### config.mk
export PLATFORM = sky130hd
export DESIGN_NAME = toggle_counter
export DESIGN_NICKNAME = d
export VERILOG_FILES = /design/src/rtl/toggle_counter.sv
export SDC_FILE = /design/constraint.sdc
export NUM_CORES = 1
export LEC_CHECK = 0
export CORE_UTILIZATION = 45
export CTS_BUF_LIST = sky130_fd_sc_hd__clkbuf_16
export DETAILED_ROUTE_END_ITERATION = 6
export PLACE_DENSITY_LB_ADDON = 0.08
export SLEW_MARGIN = 20
export SYNTH_ARGS = -nofsm -noshare
export SYNTH_HDL_FRONTEND = slang
export SYNTH_SLANG_ARGS = --single-unit
### constraint.sdc
create_clock -name Clock -period 2.06 [get_ports Clock]
set_input_delay 0.412 -clock Clock [delete_from_list [all_inputs] [get_ports Clock]]
set_output_delay 0.412 -clock Clock [all_outputs]
set_load 0.1 [all_outputs]
### src/rtl/toggle_counter.sv
// Modulo-MODULUS up/down counter built as a bank of T flip-flops (Q <= Q ^ T).
// Optional Gray-code output G is enabled by defining TOGGLE_CNT_GRAY_EN.
module toggle_counter #(
  parameter int WIDTH   = 4,
  parameter int MODULUS = 10
) (
  input  logic             Clock,
  input  logic             Reset,
  input  logic             Enable,
  input  logic             Up,
  input  logic             Load,
  input  logic [WIDTH-1:0] D,
  output logic [WIDTH-1:0] Q,
  output logic [WIDTH-1:0] Qbar,
  output logic             TC
`ifdef TOGGLE_CNT_GRAY_EN
  ,
  output logic [WIDTH-1:0] G
`endif
);

  localparam logic [WIDTH-1:0] MAX_VAL  = WIDTH'(MODULUS - 1);
  localparam logic [WIDTH-1:0] ZERO_VAL = {WIDTH{1'b0}};
  localparam logic [WIDTH-1:0] ONE_VAL  = {{(WIDTH-1){1'b0}}, 1'b1};

  logic [WIDTH-1:0] q_q, q_d;
  logic [WIDTH-1:0] qbar_q, qbar_d;
  logic             tc_q, tc_d;
  logic [WIDTH-1:0] next_s;
  logic [WIDTH-1:0] t_s;
  logic [WIDTH-1:0] load_val_s;
  logic             wrap_s;

  // Clamp the load value into the count range.
  always_comb begin
    if (D > MAX_VAL) begin
      load_val_s = MAX_VAL;
    end else begin
      load_val_s = D;
    end
  end

  // Next count and wrap detection; out-of-range states fall back into range.
  always_comb begin
    next_s = q_q;
    wrap_s = 1'b0;
    if (Load) begin
      next_s = load_val_s;
    end else if (Enable) begin
      if (Up) begin
        if (q_q >= MAX_VAL) begin
          next_s = ZERO_VAL;
          wrap_s = (q_q == MAX_VAL);
        end else begin
          next_s = q_q + ONE_VAL;
        end
      end else begin
        if (q_q == ZERO_VAL) begin
          next_s = MAX_VAL;
          wrap_s = 1'b1;
        end else if (q_q > MAX_VAL) begin
          next_s = MAX_VAL;
        end else begin
          next_s = q_q - ONE_VAL;
        end
      end
    end else begin
      next_s = q_q;
    end
  end

  // Toggle vector form: only bits that differ from the next count flip.
  always_comb begin
    t_s    = q_q ^ next_s;
    q_d    = q_q ^ t_s;
    qbar_d = ~q_d;
    tc_d   = wrap_s;
  end

  // Count, complement and terminal-count registers with synchronous reset.
  always_ff @(posedge Clock) begin
    if (Reset) begin
      q_q    <= ZERO_VAL;
      qbar_q <= {WIDTH{1'b1}};
      tc_q   <= 1'b0;
    end else begin
      q_q    <= q_d;
      qbar_q <= qbar_d;
      tc_q   <= tc_d;
    end
  end

  assign Q    = q_q;
  assign Qbar = qbar_q;
  assign TC   = tc_q;

`ifdef TOGGLE_CNT_GRAY_EN
  logic [WIDTH-1:0] g_q, g_d;

  // Gray code of the next count, registered alongside Q.
  always_comb begin
    g_d = q_d ^ {1'b0, q_d[WIDTH-1:1]};
  end

  // Gray register shares the counter's reset.
  always_ff @(posedge Clock) begin
    if (Reset) begin
      g_q <= ZERO_VAL;
    end else begin
      g_q <= g_d;
    end
  end

  assign G = g_q;
`endif

endmodule

Yosys cells after proc, flatten, opt, wreduce, memory -nomap -nowiden --
Index checks and enable logic that the tools add are counted.
Word-level totals: output and inout port bits 9, input bits 9, word-level logic and storage cells 25, register bits after elaboration 9
Cells by class: $lt $le $gt $ge 3, bitwise gates (word level) 4, equal/unequal tests 1, mux-type cells 10, add/sub/neg operators 2, reduce and logical (&&, ||, !) cells 2
Operators with widths (number):
- $mux W4 | 7
- $gt A4 B4 Y1 const B | 2
- $xor A4 B4 Y4 | 2
- $add A4 B1 Y4 const B | 1
- $eq A4 B4 Y1 const B | 1
- $ge A4 B4 Y1 const B | 1
- $logic_not A4 Y1 | 1
- $not A4 Y4 | 1
- $sub A4 B1 Y4 const B | 1
- $mux W1 | 3
- $reduce_or A3 Y1 | 1
- $not A1 Y1 | 1

Longest topological paths before layout --
depth after elaboration 9, depth in mapped cells 6, depth with buffers taken out 6

Worst setup path after synthesis --
No wires, ideal clock.
kind reg-to-reg, from register q_q[1], in the netlist Q[1], to register qbar_q[3], in the netlist Qbar[3], arrival time 2.390 ns, stages on the path, launching flop included 7, setup slack -0.469 ns, setup time 0.139 ns, period minus slack after synthesis 2.529 ns, path buffers 0, data required time 1.921 ns, cells stage by stage dfxtp_1 inv_1 ha_1 or3b_4 a311oi_2 a21boi_2 nor3_1
On the way: word-level cells in the longest chain between the ends 9
Ends and longest elaborated chain:
- from (decl) | RTL line 26 | logic [WIDTH-1:0] q_q, q_d;
- from (signal assigned) | RTL line 87 | q_q <= q_d;
- $sub A4 B1 Y4 / $gt A4 B4 Y1 (equally long branches) | RTL line 64, 61
- $mux W4 | RTL line 61 | end else if (q_q > MAX_VAL) begin
- $mux W4 | RTL line 58 | if (q_q == ZERO_VAL) begin
- $mux W4 (*) | RTL line 50 | if (Up) begin
- $mux W4 (*) | RTL line 49 | end else if (Enable) begin
- $mux W4 (*) | RTL line 47 | if (Load) begin
- $xor A4 B4 Y4 (*) | RTL line 74 | t_s = q_q ^ next_s;
- $xor A4 B4 Y4 (*) | RTL line 75 | q_d = q_q ^ t_s;
- $not A4 Y4 (*) | RTL line 76 | qbar_d = ~q_d;
- to (signal assigned) | RTL line 84 | qbar_q <= {WIDTH{1'b1}};
- to (signal assigned) | RTL line 88 | qbar_q <= qbar_d;
- to (decl) | RTL line 27 | logic [WIDTH-1:0] qbar_q, qbar_d;
Every way passes the cells marked *; elsewhere a longest branch is shown, timed or not. A chain may end at the register's enable or synchronous reset.

Worst setup path after layout --
from register q_q[1], in the netlist Q[1], to register q_q[1], in the netlist Q[1]
On the way: word-level cells in the longest chain between the ends 8
Ends and longest elaborated chain (RTL line):
- $sub A4 B1 Y4 / $gt A4 B4 Y1 (equally long branches) | 64, 61
- $mux W4 | 61
- $mux W4 | 58
- $mux W4 | 50
- $mux W4 | 49
- $mux W4 | 47
- $xor A4 B4 Y4 | 74
- $xor A4 B4 Y4 (*) | 75
Marks and branches as above.

==> impl_metrics.tcl <==
set metrics [dict create \
    crit_family "compound AO/OA/AOI/OAI gates" \
    core_um2 1186 \
    critPathRequiredTime_ns 2.15 \
    layout_commonest_cell "buf_4" \
    htree_levels 1 \
    portBuffers 17 \
    switching_share 0.3533 \
    p_int_uw 536.1 \
    clkLatencyLatePin_ns 0.23 \
    max_freq_mhz 521.8 \
    ir_drop_v 0.0008284 \
    utilization 0.7553 \
    dpl.hpwl_um 1183 \
    combinationalPowerShare 0.338 \
    grt_pass1_vias 568 \
    min_path_type "flop to flop" \
    num_antenna_cells 0 \
    synth_fp_nets 87 \
    synth_cell_type_count 36 \
    rows 12 \
    cts_num_sinks 9 \
    final_cell_mix "15 x buf_4, 8 x clkdlybuf4s50_1, 7 x inv_1" \
    synthToLayoutAreaGrowth_pct 45.82 \
    pwr-share-seq 0.259 \
    dpl_cell_area_um2 817.0 \
    start_util 0.5179 \
    finalWirelength_um 1649 \
    drc 0 \
    worstMarginPinSlew_ns 0.4562 \
    synth_area_um2 614.3 \
    multiInputGateArea_um2 394.1 \
    gp_congestion 0.8668 \
    route.met2.wl_um 780 \
    grt_pass1_wl_um 2490 \
    setup_violations 0 \
    fin_crit_sh 0.9302 \
    crit_chain "inv_1 > ha_1 > or3b_4 > a21oi_1 > a211oi_1 > a2111oi_1" \
    dr_wl_met3_um 73 \
    fp.dieH_um 38.95 \
    nFillCells 92 \
    drtIter0Drc 11 \
    wl_per_cell_um 14.86 \
    nets 111 \
    p_leak_uw 0.0003945 \
    worstSetupEndpointType "flop" \
    drv_slew 0 \
    grt_max_degree 14 \
    cts.repair.resized 0 \
    clkPwrFrac 0.403 \
    drv_cap 0 \
    cp_slowest_stage_delay_ns 0.41 \
    seq_area_um2 190.2 \
    synth.avg_cell_area_um2 8.302 \
    ys.warnings.count 0 \
    cts_tree "built" \
    top_layer_used "met4" \
    critPathKind "flop to flop" \
    ant_nets 0 \
    slowest_stage "or3b_4" \
    max_slew_margin 0.6880 \
    fin_worst_skew_ns 0.0009045 \
    ios 18 \
    path_clk_slew_ns 0.04 \
    hold_viol_final 0 \
    antenna_found_initial 0 \
    grtUsageTotal 0.2503 \
    startpoint_type "flop" \
    first_pass_iters 4 \
    status "finished, final reports clean" \
    synth-seq-cells 9 \
    cts_buffer_depth 2 \
    min_period_ns 1.916 \
    drive_gt1_frac 0.2680 \
    total_power_uw 829.0 \
    final_area_um2 895.9 \
    cts_setup_buffers 0 \
    die_x_um 38.95 \
    drt-met1-wl_um 782 \
    seq_area_frac_synth 0.2933 \
    vias_per_cell 5.748 \
    power_density_nw_per_um2 925.4 \
    fp.dieArea_um2 1517 \
    cts_buffers 3 \
    dr_total_vias 638 \
    fin_tns_setup_ns 0 \
    netlist_instances 74 \
    cp_max_fo 6 \
    hold_buffers 0 \
    arrival_ns 2.00 \
    cts_root_buffer "clkbuf_16" \
    grt_overflow 0 \
    switchingPower_uw 292.9 \
    rsz0062_at_grt "false" \
    cp_num_buf_inv 1 \
]
cell families after synthesis:
logic type / count (synthesis) / synth area share
and+or+nand+nor: 25 / 0.2200
AOI/OAI and AO/OA: 24 / 0.3096
buffers and inverters: 10 / 0.06518
DFF: 9 / 0.2933
adders and majority gates: 4 / 0.08147
xor gates and xnor gates: 1 / 0.01426
muxes: 1 / 0.01629
layer usage:
layer | global-route usage | up-vias
met2 | 0.3917 | 14
li1 | - | 322
met5 | 0 | -
met3 | 0.1040 | 2
met4 | 0.05172 | 0
met1 | 0.3182 | 300
registers in the layout, indices dropped and copies added, names as in the netlist:
| register | cells |
|---|---|
| Q | 4 |
| Qbar | 4 |
| TC | 1 |
Yosys cell counts:
master / number / share of area
dfxtp_1: 9 / 0.29
inv_1: 6 / 0.037
nand2_1: 5 / 0.031
nor3_1: 5 / 0.041
ha_1: 4 / 0.081
nor2_1: 4 / 0.024
a21oi_1: 3 / 0.024
a31oi_1: 3 / 0.031
nand2b_1: 3 / 0.031
o21ai_0: 3 / 0.024
buf_2: 2 / 0.016
clkbuf_1: 2 / 0.012
or3_1: 2 / 0.020
a2111o_1: 1 / 0.018
a2111oi_0: 1 / 0.014
a2111oi_1: 1 / 0.016
a211oi_1: 1 / 0.012
a21boi_2: 1 / 0.018
a311oi_2: 1 / 0.024
a31o_2: 1 / 0.014
a41o_1: 1 / 0.016
and2b_1: 1 / 0.012
and3_1: 1 / 0.010
mux2i_1: 1 / 0.016
nor2b_1: 1 / 0.010
nor3b_1: 1 / 0.012
nor4_1: 1 / 0.010
o211a_1: 1 / 0.016
o21a_1: 1 / 0.012
o221ai_1: 1 / 0.014
o22ai_1: 1 / 0.010
o311a_1: 1 / 0.016
o31a_1: 1 / 0.014
o31ai_1: 1 / 0.012
or3b_4: 1 / 0.018
xnor2_1: 1 / 0.014
power groups by stage:
stage | clock [µW] | sequential [µW] | combinational (µW)
after detailed placement | 0 | 216 | 277
after CTS | 343 | 214 | 280
final | 334 | 214 | 280
after floorplan | 0 | 321 | 99.0
after global placement | 0 | 215 | 274
after global routing | 351 | 216 | 294
stage by stage:
stage | hold WS (ns) | std cells | setup slack, ns
after floorplan | 0.4791 | 74 | 0.1042
after global placement | 0.5724 | 107 | 0.05995
after detailed placement | 0.5783 | 107 | 0.05203
after CTS | 0.5845 | 111 | 0.1263
after global routing | 0.6257 | 111 | 0.04039
final | 0.5864 | 111 | 0.1437
worst paths after layout:
check / slack [ns] / depth (start not counted) / startpoint / endpoint
worst max-delay path: 0.14 / 6 / Q[1] / Q[1]
worst min-delay path: 0.59 / 2 / Q[0] / Qbar[0]
worst max register to register: 0.14 / 6 / Q[1] / Q[1]
worst min register to register: 0.59 / 2 / Q[0] / Qbar[0]
worst min-delay path: cells and delay by family (launching register included):
kind / cells / cell delay, ns
flip-flops: 1 / 0.36
AND/OR/NAND/NOR: 1 / 0.08
AO/OA/AOI/OAI: 1 / 0.09
cell type report:
class	instances	area share
well taps	14	0.01955
inverters	6	0.02514
clock buffers	3	0.08380
repair buffers	23	0.2151
clock inverters	1	0.004190
flip-flops and latches	9	0.2123
multi-input cells	55	0.4399
No activity file was read; power rests on OpenSTA's default activity.
